### src/rtl/id_ex_stage_pkg.sv
// Shared constants for the ID/EX stage: ALU select codes, opcodes, operand sources.
// Latency: n/a (definitions only).
// Backpressure: n/a.
package riscv_ex_pkg;

    localparam logic [3:0] ALU_SEL_AND   = 4'b0000;
    localparam logic [3:0] ALU_SEL_OR    = 4'b0001;
    localparam logic [3:0] ALU_SEL_ADD   = 4'b0010;
    localparam logic [3:0] ALU_SEL_SUB   = 4'b0110;
    localparam logic [3:0] ALU_SEL_SLT   = 4'b0111;
    localparam logic [3:0] ALU_SEL_SRL   = 4'b1001;
    localparam logic [3:0] ALU_SEL_PASSB = 4'b1010;
    localparam logic [3:0] ALU_SEL_SRA   = 4'b1011;
    localparam logic [3:0] ALU_SEL_XOR   = 4'b1100;
    localparam logic [3:0] ALU_SEL_SLL   = 4'b1101;
    localparam logic [3:0] ALU_SEL_SLTU  = 4'b1111;

    localparam logic [6:0] OPC_OP     = 7'b0110011;
    localparam logic [6:0] OPC_OP_IMM = 7'b0010011;
    localparam logic [6:0] OPC_LUI    = 7'b0110111;
    localparam logic [6:0] OPC_AUIPC  = 7'b0010111;
    localparam logic [6:0] OPC_LOAD   = 7'b0000011;
    localparam logic [6:0] OPC_STORE  = 7'b0100011;
    localparam logic [6:0] OPC_BRANCH = 7'b1100011;

    typedef enum logic [1:0] {
        A_SRC_RS1  = 2'd0,
        A_SRC_PC   = 2'd1,
        A_SRC_ZERO = 2'd2
    } a_src_e;

    typedef enum logic {
        B_SRC_RS2 = 1'b0,
        B_SRC_IMM = 1'b1
    } b_src_e;

    // Shift operations only look at the low five bits of operand B.
    function automatic logic is_shift_sel(input logic [3:0] sel);
        return (sel == ALU_SEL_SLL) || (sel == ALU_SEL_SRL) || (sel == ALU_SEL_SRA);
    endfunction

endpackage

### src/rtl/id_ex_stage_alu_sel_decode.sv
// Instruction fields to ALU select, operand sources and sideband flags.
// Latency: purely combinational.
// Backpressure: none; evaluated on whatever fields are presented.
module alu_sel_decode
    import riscv_ex_pkg::*;
(
    input  logic [6:0] opcode_i,
    input  logic [2:0] funct3_i,
    input  logic       funct7b5_i,
    output logic [3:0] sel_o,
    output a_src_e     a_src_o,
    output b_src_e     b_src_o,
    output logic       we_o,
    output logic       is_branch_o,
    output logic       illegal_o
);

    // Shared OP/OP-IMM map; alt selects SUB/SRA where the caller allows it.
    function automatic logic [3:0] arith_sel(input logic [2:0] f3, input logic alt);
        case (f3)
            3'b000:  return alt ? ALU_SEL_SUB : ALU_SEL_ADD;
            3'b001:  return ALU_SEL_SLL;
            3'b010:  return ALU_SEL_SLT;
            3'b011:  return ALU_SEL_SLTU;
            3'b100:  return ALU_SEL_XOR;
            3'b101:  return alt ? ALU_SEL_SRA : ALU_SEL_SRL;
            3'b110:  return ALU_SEL_OR;
            default: return ALU_SEL_AND;
        endcase
    endfunction

    // Opcode decode; unknown opcodes fall to illegal with ADD and no writeback.
    always_comb begin
        sel_o       = ALU_SEL_ADD;
        a_src_o     = A_SRC_RS1;
        b_src_o     = B_SRC_RS2;
        we_o        = 1'b0;
        is_branch_o = 1'b0;
        illegal_o   = 1'b0;
        case (opcode_i)
            OPC_OP: begin
                sel_o = arith_sel(funct3_i, funct7b5_i);
                we_o  = 1'b1;
            end
            OPC_OP_IMM: begin
                // No SUBI: funct7b5 only distinguishes SRAI from SRLI.
                sel_o   = arith_sel(funct3_i, funct7b5_i && (funct3_i == 3'b101));
                b_src_o = B_SRC_IMM;
                we_o    = 1'b1;
            end
            OPC_LUI: begin
                sel_o   = ALU_SEL_PASSB;
                a_src_o = A_SRC_ZERO;
                b_src_o = B_SRC_IMM;
                we_o    = 1'b1;
            end
            OPC_AUIPC: begin
                a_src_o = A_SRC_PC;
                b_src_o = B_SRC_IMM;
                we_o    = 1'b1;
            end
            OPC_LOAD: begin
                b_src_o = B_SRC_IMM;
                we_o    = 1'b1;
            end
            OPC_STORE: begin
                b_src_o = B_SRC_IMM;
            end
            OPC_BRANCH: begin
                is_branch_o = 1'b1;
                case (funct3_i[2:1])
                    2'b10:   sel_o = ALU_SEL_SLT;
                    2'b11:   sel_o = ALU_SEL_SLTU;
                    default: sel_o = ALU_SEL_SUB;
                endcase
            end
            default: begin
                illegal_o = 1'b1;
            end
        endcase
    end

endmodule

### src/rtl/id_ex_stage.sv
// ID/EX register: decodes at capture and presents ALU select, operands and sideband to execute.
// Latency: 1 cycle; accept-and-drain in the same cycle keeps full throughput.
// Backpressure: in_ready = !out_valid || out_ready; held outputs stay stable. Optional ID_EX_FWD_EN adds operand forwarding.
module id_ex_stage
    import riscv_ex_pkg::*;
#(
    parameter int XLEN = 32
) (
    input  logic            clk,
    input  logic            rst,
    input  logic            in_valid,
    output logic            in_ready,
    input  logic [6:0]      in_opcode,
    input  logic [2:0]      in_funct3,
    input  logic            in_funct7b5,
    input  logic [4:0]      in_rs1_addr,
    input  logic [4:0]      in_rs2_addr,
    input  logic [4:0]      in_rd_addr,
    input  logic [XLEN-1:0] in_rs1_data,
    input  logic [XLEN-1:0] in_rs2_data,
    input  logic [XLEN-1:0] in_imm,
    input  logic [XLEN-1:0] in_pc,
    input  logic            flush,
    output logic            out_valid,
    input  logic            out_ready,
    output logic [3:0]      out_alu_sel,
    output logic [XLEN-1:0] out_a,
    output logic [XLEN-1:0] out_b,
    output logic [4:0]      out_rd,
    output logic            out_we,
    output logic            out_is_branch,
    output logic [2:0]      out_funct3,
    output logic            out_illegal
`ifdef ID_EX_FWD_EN
    ,
    input  logic            fwd_exm_we,
    input  logic [4:0]      fwd_exm_rd,
    input  logic [XLEN-1:0] fwd_exm_data,
    input  logic            fwd_wb_we,
    input  logic [4:0]      fwd_wb_rd,
    input  logic [XLEN-1:0] fwd_wb_data
`endif
);

    logic [3:0]      dec_sel;
    a_src_e          dec_a_src;
    b_src_e          dec_b_src;
    logic            dec_we, dec_branch, dec_illegal;
    logic [XLEN-1:0] cap_a, cap_b;
    logic            accept;

    logic            valid_q, valid_d;
    logic [3:0]      sel_q, sel_d;
    logic [XLEN-1:0] a_q, a_d, b_q, b_d;
    logic [4:0]      rd_q, rd_d;
    logic            we_q, we_d, br_q, br_d, ill_q, ill_d;
    logic [2:0]      f3_q, f3_d;
    logic [XLEN-1:0] a_opnd, b_opnd;
`ifdef ID_EX_FWD_EN
    logic [4:0]      rs1_q, rs1_d, rs2_q, rs2_d;
    logic            a_rs1_q, a_rs1_d, b_rs2_q, b_rs2_d;
`else
    logic            unused_rs_addrs;
    assign unused_rs_addrs = ^{in_rs1_addr, in_rs2_addr};
`endif

    alu_sel_decode u_dec (
        .opcode_i    (in_opcode),
        .funct3_i    (in_funct3),
        .funct7b5_i  (in_funct7b5),
        .sel_o       (dec_sel),
        .a_src_o     (dec_a_src),
        .b_src_o     (dec_b_src),
        .we_o        (dec_we),
        .is_branch_o (dec_branch),
        .illegal_o   (dec_illegal)
    );

    assign in_ready = !valid_q || out_ready;
    assign accept   = in_valid && in_ready;

    // Resolve the operand values to store from the decoded sources.
    always_comb begin
        cap_a = '0;
        case (dec_a_src)
            A_SRC_RS1: cap_a = in_rs1_data;
            A_SRC_PC:  cap_a = in_pc;
            default:   cap_a = '0;
        endcase
        cap_b = (dec_b_src == B_SRC_IMM) ? in_imm : in_rs2_data;
    end

    // Next state: flush wins over accept; a flushed accept never loads the entry.
    always_comb begin
        valid_d = valid_q;
        sel_d   = sel_q;
        a_d     = a_q;
        b_d     = b_q;
        rd_d    = rd_q;
        we_d    = we_q;
        br_d    = br_q;
        ill_d   = ill_q;
        f3_d    = f3_q;
`ifdef ID_EX_FWD_EN
        rs1_d   = rs1_q;
        rs2_d   = rs2_q;
        a_rs1_d = a_rs1_q;
        b_rs2_d = b_rs2_q;
`endif
        if (flush)          valid_d = 1'b0;
        else if (accept)    valid_d = 1'b1;
        else if (out_ready) valid_d = 1'b0;

        if (accept && !flush) begin
            sel_d   = dec_sel;
            a_d     = cap_a;
            b_d     = cap_b;
            rd_d    = in_rd_addr;
            we_d    = dec_we && (in_rd_addr != 5'd0);
            br_d    = dec_branch;
            ill_d   = dec_illegal;
            f3_d    = in_funct3;
`ifdef ID_EX_FWD_EN
            rs1_d   = in_rs1_addr;
            rs2_d   = in_rs2_addr;
            a_rs1_d = (dec_a_src == A_SRC_RS1);
            b_rs2_d = (dec_b_src == B_SRC_RS2);
`endif
        end
    end

    // Entry register, cleared asynchronously so outputs drop to zero at once.
    always_ff @(posedge clk or posedge rst) begin
        if (rst) begin
            valid_q <= 1'b0;
            sel_q   <= '0;
            a_q     <= '0;
            b_q     <= '0;
            rd_q    <= '0;
            we_q    <= 1'b0;
            br_q    <= 1'b0;
            ill_q   <= 1'b0;
            f3_q    <= '0;
`ifdef ID_EX_FWD_EN
            rs1_q   <= '0;
            rs2_q   <= '0;
            a_rs1_q <= 1'b0;
            b_rs2_q <= 1'b0;
`endif
        end else begin
            valid_q <= valid_d;
            sel_q   <= sel_d;
            a_q     <= a_d;
            b_q     <= b_d;
            rd_q    <= rd_d;
            we_q    <= we_d;
            br_q    <= br_d;
            ill_q   <= ill_d;
            f3_q    <= f3_d;
`ifdef ID_EX_FWD_EN
            rs1_q   <= rs1_d;
            rs2_q   <= rs2_d;
            a_rs1_q <= a_rs1_d;
            b_rs2_q <= b_rs2_d;
`endif
        end
    end

    // Late operand mux: EX/MEM beats WB, x0 never forwards, re-evaluated while stalled.
    always_comb begin
        a_opnd = a_q;
        b_opnd = b_q;
`ifdef ID_EX_FWD_EN
        if (a_rs1_q && (rs1_q != 5'd0)) begin
            if (fwd_exm_we && (fwd_exm_rd == rs1_q))    a_opnd = fwd_exm_data;
            else if (fwd_wb_we && (fwd_wb_rd == rs1_q)) a_opnd = fwd_wb_data;
        end
        if (b_rs2_q && (rs2_q != 5'd0)) begin
            if (fwd_exm_we && (fwd_exm_rd == rs2_q))    b_opnd = fwd_exm_data;
            else if (fwd_wb_we && (fwd_wb_rd == rs2_q)) b_opnd = fwd_wb_data;
        end
`endif
    end

    assign out_valid     = valid_q;
    assign out_alu_sel   = sel_q;
    assign out_a         = a_opnd;
    // Shift amount masking happens after forwarding so forwarded values are masked too.
    assign out_b         = is_shift_sel(sel_q) ? {{(XLEN-5){1'b0}}, b_opnd[4:0]} : b_opnd;
    assign out_rd        = rd_q;
    assign out_we        = we_q;
    assign out_is_branch = br_q;
    assign out_funct3    = f3_q;
    assign out_illegal   = ill_q;

endmodule

### config.mk
export PLATFORM = sky130hd
export DESIGN_NAME = id_ex_stage
export DESIGN_NICKNAME = d
export VERILOG_FILES = /design/src/rtl/id_ex_stage_pkg.sv /design/src/rtl/id_ex_stage_alu_sel_decode.sv /design/src/rtl/id_ex_stage.sv
export SDC_FILE = /design/constraint.sdc
export NUM_CORES = 1
export LEC_CHECK = 0
export ABC_AREA = 1
export CAP_MARGIN = 10
export CORE_UTILIZATION = 37
export CTS_BUF_LIST = sky130_fd_sc_hd__clkbuf_8
export DETAILED_ROUTE_END_ITERATION = 10
export PLACE_DENSITY = 0.9
export SETUP_SLACK_MARGIN = 0.5
export SLEW_MARGIN = 20
export SYNTH_ARGS = -nofsm -noshare
export SYNTH_HDL_FRONTEND = slang
export SYNTH_SLANG_ARGS = --single-unit
### constraint.sdc
create_clock -name clk -period 2.45 [get_ports clk]
set_input_delay 0.49 -clock clk [delete_from_list [all_inputs] [get_ports clk]]
set_output_delay 0.49 -clock clk [all_outputs]
set_load 0.02 [all_outputs]
==> flow_metrics.env, run 1 <==
export IMPL_outcome="complete, but fails checks"
export IMPL_violations="DRC"
export IMPL_worstPathArrival_ns=1.48
export IMPL_cts_buffers=9
export IMPL_firstDrtPassIters=8
export IMPL_grt_pass1_wl_mm=23.18
export IMPL_power_density_nw_per_um2=536.9
export IMPL_worstMarginPinSlew_ns=0.4359
export IMPL_via_per_inst=4.900
export IMPL_rsz0062_at_grt="true"
export IMPL_ff2ff_path_depth=7
export IMPL_cp_common_cell="buf_6"
export IMPL_r2r_end="out_alu_sel[1]$_DFFE_PP0P_"
export IMPL_num_rows=39
export IMPL_cts_hold_buf=0
export IMPL_cp_depth=5
export IMPL_seq_area_frac_synth=0.4496
export IMPL_most_common_layout_cells="clkdlybuf4s50_1 (201), nand2_1 (134), inv_1 (103), dfrtp_1 (80), nand3_1 (70)"
export IMPL_wl_per_cell_um=14.49
export IMPL_fin_cells=1005
export IMPL_drive_gt1_frac=0.1276
export IMPL_cp_num_buf_inv=3
export IMPL_grt_ovfl_total=0
export IMPL_total_power_mw=3.935
export IMPL_max_stage_delay_ns=0.43
export IMPL_h_tree_depth=3
export IMPL_hold_class="flop to flop"
export IMPL_synth_area_leader_cell="dfrtp_1"
export IMPL_antenna_found_initial=0
export IMPL_cts_sinks=80
export IMPL_cp_endpoint="out_b[5]"
export IMPL_drt_iter0_markers=230
export IMPL_area_growth_pct=64.57
export IMPL_leakage_nw=3.472
export IMPL_worstSkewPairLatency_ns=0.35
export IMPL_grt_pass1_vias=4887
export IMPL_clock_skew_ns=0.008658
export IMPL_synth_ff_latch_count=80
export IMPL_worstPathRequired_ns=1.96
export IMPL_syn_instance_count=636
export IMPL_r2r_start="out_valid$_DFFE_PP0P_"
export IMPL_path_delay_family="flip-flops"
export IMPL_grt_max_degree=81
export IMPL_fp_dieH_um=111.7
export IMPL_tns_ns=0
export IMPL_clkTransAtPathRegs_ns=0.08
export IMPL_ff2ff_setup_slack_ns=0.89
export IMPL_start_util=0.3850
export IMPL_cts_tree="built"
export IMPL_cap_viol_max_count=0
export IMPL_relSlewSlack=0.7094
export IMPL_synth_main_ff_cell="dfrtp_1"
export IMPL_cts_buffer_depth=2
export IMPL_num_antenna_cells=0
export IMPL_slowest_stage="dfrtp_1"
export IMPL_die_w_um=111.7
export IMPL_final_common_cell="clkdlybuf4s50_1"
export IMPL_grt_usage=0.2344
export IMPL_fin_crit_sh=0.8059
export IMPL_fin_nets=1016
export IMPL_design_portCount=240
export IMPL_critPathLaunch="out_alu_sel[1]$_DFFE_PP0P_"
export IMPL_fmax_mhz=506.5
export IMPL_setup_viol=0
export IMPL_period_needed_ns=1.974
export IMPL_synth_nets=795
export IMPL_core_sq_um=11560
export IMPL_critPathKind="flop to output port"
export IMPL_vdd_drop_max_mv=0.2998
export IMPL_vias=4924
export IMPL_synth_cell_types=26
export IMPL_ys_warn_count=0
export IMPL_synth_area_leaders="dfrtp_1 (45%), nand2_1 (12%), inv_1 (8.9%), nand3_1 (7.9%), a21oi_1 (7.2%)"
export IMPL_synth_avg_cell_area_sq_um=7.002
export IMPL_finalWirelength_mm=14.56
export IMPL_critPathCaptureType="output port"
export IMPL_cts_root_buf="clkbuf_8"
export IMPL_dp_cells=981
export IMPL_hold_violations=0
export IMPL_synth_edf_count=0
export IMPL_dp_hpwl_mm=10.14
export IMPL_drc=13
export IMPL_async_flop_share=1.000
export IMPL_gp_congestion=0.8253
export IMPL_placement_io_buffers=229
export IMPL_die_area_sq_um=12480
export IMPL_finalHoldWorstSlack_ns=0.4823
export IMPL_worst_setup_path_start_kind="flop"
export IMPL_syn_area_sq_um=4453
export IMPL_slew_violations=0
export IMPL_synth_top_cell_area_share=0.4496
export IMPL_worst_path_max_fanout=7
export IMPL_ant_nets=0
export IMPL_path_cells="a21oi_4 -> buf_6 -> clkbuf_16 -> nor2_2 -> buf_6"
-- cells in the mapped netlist (6+ instances only) --
master,count
nand2_1,137
inv_1,105
dfrtp_1,80
nor2_1,72
nand3_1,70
a21oi_1,64
nand4_1,32
clkbuf_1,21
o21ai_0,12
buf_2,11
buf_4,8
buf_1,6
-- cell type report --
type	count	area, sq um
multi-input cells	402	1923
clock buffers	12	165.2
well taps	143	178.9
repair buffers	256	2623
fillers	988	4237
flip-flops and latches	80	2002
inverters	108	409.1
clock inverters	4	27.53
-- cells by family (layout without fill, tap and decap cells) --
logic type / Yosys count / in the layout / share of synthesized area
buffers and inverters: 154 / 380 / 0.1396
flip-flops: 80 / 80 / 0.4496
AND/OR/NAND/NOR: 322 / 322 / 0.3192
AO/OA/AOI/OAI: 80 / 80 / 0.09160
-- flip-flops by register name, summed over array words and instances (netlist names) --
register and cells:
b_opnd 32, out_funct3 3, out_rd 5, out_is_branch 1
out_valid 1, out_illegal 1, out_alu_sel 4, out_a 32
out_we 1
-- power by group --
part           switching [mW]  total (mW)  leakage (nW)  internal (mW)
logic                   0.682        1.40          2.44          0.714
clock network           0.475       0.924        0.0906          0.450
registers               0.106        1.61         0.946           1.51
total                    1.26        3.93          3.47           2.67
-- metrics by stage --
stage               utilization  area, sq um  setup slack, ns
floorplan                     -         4457           0.5722
global placement         0.5997         6935           0.2171
detailed placement       0.5997         6935           0.1713
CTS                      0.6141         7102           0.3680
global route             0.6337         7328           0.4101
finish                   0.6337         7328           0.4756
-- per-layer routing --
layer	wire length (um)	global-route usage	up-vias
met5	0	0	-
met4	212	0.08739	0
met3	1185	0.06260	14
met2	7413	0.4112	189
met1	5749	0.2732	2285
li1	-	-	2436
-- how the worst min path moves through the flow --
stage,start,end,slack [ns],depth (start not counted)
floorplan,b_opnd[10]$_DFFE_PP0P_,b_opnd[10]$_DFFE_PP0P_,0.45,2
global placement,b_opnd[26]$_DFFE_PP0P_,b_opnd[26]$_DFFE_PP0P_,0.46,2
detailed placement,b_opnd[1]$_DFFE_PP0P_,b_opnd[1]$_DFFE_PP0P_,0.46,2
CTS,b_opnd[13]$_DFFE_PP0P_,b_opnd[13]$_DFFE_PP0P_,0.49,2
global route,b_opnd[1]$_DFFE_PP0P_,b_opnd[1]$_DFFE_PP0P_,0.50,2
finish,b_opnd[1]$_DFFE_PP0P_,b_opnd[1]$_DFFE_PP0P_,0.48,2
-- worst min-delay path, cell delays in order (launching register included) --
cell	delay (ns)
dfrtp_1	0.35
nand2_1	0.05
nand2_1	0.05
-- repair_timing --
item,CTS,global route
pin swaps,0,3
setup buffers,0,6
resized for setup,31,168
endpoints found under the setup margin,28,66
gates cloned,0,2
(Power assumes the default switching activity.)
==> run 2, diff against run 1 <==
--- a/config.mk
+++ b/config.mk
@@ -7,10 +7,10 @@
 export LEC_CHECK = 0
 export ABC_AREA = 1
 export CAP_MARGIN = 10
-export CORE_UTILIZATION = 37
+export CORE_UTILIZATION = 41
 export CTS_BUF_LIST = sky130_fd_sc_hd__clkbuf_8
 export DETAILED_ROUTE_END_ITERATION = 10
-export PLACE_DENSITY = 0.9
+export PLACE_DENSITY = 0.94
 export SETUP_SLACK_MARGIN = 0.5
 export SLEW_MARGIN = 20
 export SYNTH_ARGS = -nofsm -noshare
==> constraint.sdc (replaced) <==
create_clock -name clk -period 1.9 [get_ports clk]
set_input_delay 0.38 -clock clk [delete_from_list [all_inputs] [get_ports clk]]
set_output_delay 0.38 -clock clk [all_outputs]
set_load 0.02 [all_outputs]
==> flow_metrics.env, run 2 (same netlist as run 1, synthesis figures left out) <==
export IMPL_ant_nets=0
export IMPL_fin_crit_sh=0.9656
export IMPL_place_area_sq_um=7177
export IMPL_outcome="complete, no violations"
export IMPL_rsz0062_at_grt="true"
export IMPL_drive_gt1_frac=0.2884
export IMPL_worst_setup_path_start_kind="flop"
export IMPL_setup_viol=0
export IMPL_power_density_nw_per_um2=641.4
export IMPL_area_growth_pct=80.81
export IMPL_cap_viol_max_count=0
export IMPL_most_common_layout_cells="clkdlybuf4s50_1 (138), nand2_1 (128), inv_1 (103), dfrtp_1 (77), nand3_1 (69)"
export IMPL_antenna_found_initial=0
export IMPL_grt_pass1_vias=5457
export IMPL_fp_dieH_um=106.2
export IMPL_fin_util=0.7730
export IMPL_firstDrtPassIters=5
export IMPL_vias=5424
export IMPL_grt_usage=0.2986
export IMPL_critPathCaptureType="output port"
export IMPL_grt_ovfl_total=0
export IMPL_cts_buffer_depth=2
export IMPL_seqCellArea_sq_um=2006
export IMPL_vdd_drop_max_mv=0.4036
export IMPL_finalWirelength_mm=17.35
export IMPL_cts_sinks=80
export IMPL_hold_class="primary input to flop"
export IMPL_h_tree_depth=3
export IMPL_multi_input_area_sq_um=2220
export IMPL_fmax_mhz=545.1
export IMPL_drt_iter0_markers=371
export IMPL_grt_max_degree=54
export IMPL_core_sq_um=10420
export IMPL_worstSkewPairLatency_ns=0.35
export IMPL_num_antenna_cells=0
export IMPL_cts_root_buf="clkbuf_8"
export IMPL_worstMarginPinSlew_ns=0.3678
export IMPL_cts_buffers=9
export IMPL_fillCellCount=704
export IMPL_postLayoutCellArea_sq_um=8051
export IMPL_start_util=0.4275
export IMPL_design_portCount=240
export IMPL_die_w_um=106.2
export IMPL_gp_congestion=0.8229
export IMPL_die_area_sq_um=11280
export IMPL_cts_tree="built"
export IMPL_hold_violations=0
export IMPL_relSlewSlack=0.7548
export IMPL_critPathKind="flop to output port"
export IMPL_period_needed_ns=1.835
export IMPL_num_rows=37
export IMPL_fin_nets=1059
export IMPL_wl_per_cell_um=16.67
export IMPL_clkTransAtPathRegs_ns=0.08
export IMPL_placement_io_buffers=229
export IMPL_worstPathRequired_ns=1.52
export IMPL_worst_path_max_fanout=7
export IMPL_leakage_nw=3.902
export IMPL_final_common_cell="clkdlybuf4s50_1"
export IMPL_via_per_inst=5.210
export IMPL_worstPathArrival_ns=1.45
export IMPL_dp_hpwl_mm=10.63
export IMPL_slew_violations=0
export IMPL_drc=0
export IMPL_clock_skew_ns=0.01815
export IMPL_cts_hold_buf=0
export IMPL_grt_pass1_wl_mm=26.39
==> run 2: cell count changes in the layout (fill, tap and decap cells not counted), moves of 5 or more <==
cell / delta
a21oi_1: -30
a21oi_2: +30
buf_12: +11
buf_16: +7
buf_2: +47
buf_4: +21
clkdlybuf4s15_2: +5
clkdlybuf4s50_1: -63
nand2_1: -6
nor2_1: -9
nor2_2: -9
nor2_4: +18
==> run 2: worst paths after layout <==
path                                            startpoint                         to  slack (ns)  depth (start not counted)
worst max-delay path            out_alu_sel[2]$_DFFE_PP0P_                   out_b[6]        0.07                          5
worst min-delay path                                 flush      out_valid$_DFFE_PP0P_        0.31                          2
worst max register to register       out_valid$_DFFE_PP0P_       out_a[6]$_DFFE_PP0P_        0.54                          7
worst min register to register     out_illegal$_DFFE_PP0P_    out_illegal$_DFFE_PP0P_        0.48                          2
max in group asynchronous                              rst     b_opnd[27]$_DFFE_PP0P_        1.10                          3
min in group asynchronous                              rst  out_funct3[0]$_DFFE_PP0P_        0.46                          3
==> run 2: area by class of cell <==
type                       instances  share of cell area
timing repair buffer             299              0.3792
sequential                        80              0.2491
clock inverter                     5            0.004040
tap                              136             0.02113
clock buffer                      11             0.01880
multi-input combinational        402              0.2757
inverter                         108             0.05206
==> run 2: power by group <==
part | leakage (nW) | internal [mW] | switching [mW] | total, mW
Combinational | 2.87 | 0.910 | 0.978 | 1.89
Sequential | 0.942 | 1.95 | 0.142 | 2.09
Clock | 0.0927 | 0.542 | 0.645 | 1.19
Total | 3.90 | 3.40 | 1.77 | 5.16
==> run 2: through the flow <==
step	total power, mW	cells	hold WS [ns]	worst slack, ns	TNS [ns]
6_report	5.164	1041	0.3095	0.06531	0
5_1_grt	5.420	1041	0.3222	0.02185	0
4_1_cts	5.109	1029	0.4633	0.06153	0
3_5_place_dp	3.915	986	0.4646	-0.1078	-3.183
3_3_place_gp	3.867	986	0.4625	-0.07279	-1.837
2_1_floorplan	2.936	636	0.4431	0.4986	0
==> run 2: critical path, cell delays in order, from the launching register on <==
cell,delay [ns]
dfrtp_1,0.43
a21oi_4,0.21
buf_6,0.15
buf_12,0.13
nor2_1,0.05
buf_4,0.15
==> run 2: timing repair <==
item	in CTS	in global routing
gates resized for setup	358	125
pin swaps	13	20
setup buffers	18	9
setup endpoints to repair	154	139
gates cloned	9	3
==> run 2: per-layer routing <==
metal,part of all wire,track usage
met1,0.38,0.3486
met2,0.51,0.5237
met4,0.031,0.1250
met3,0.080,0.06928
met5,0,0
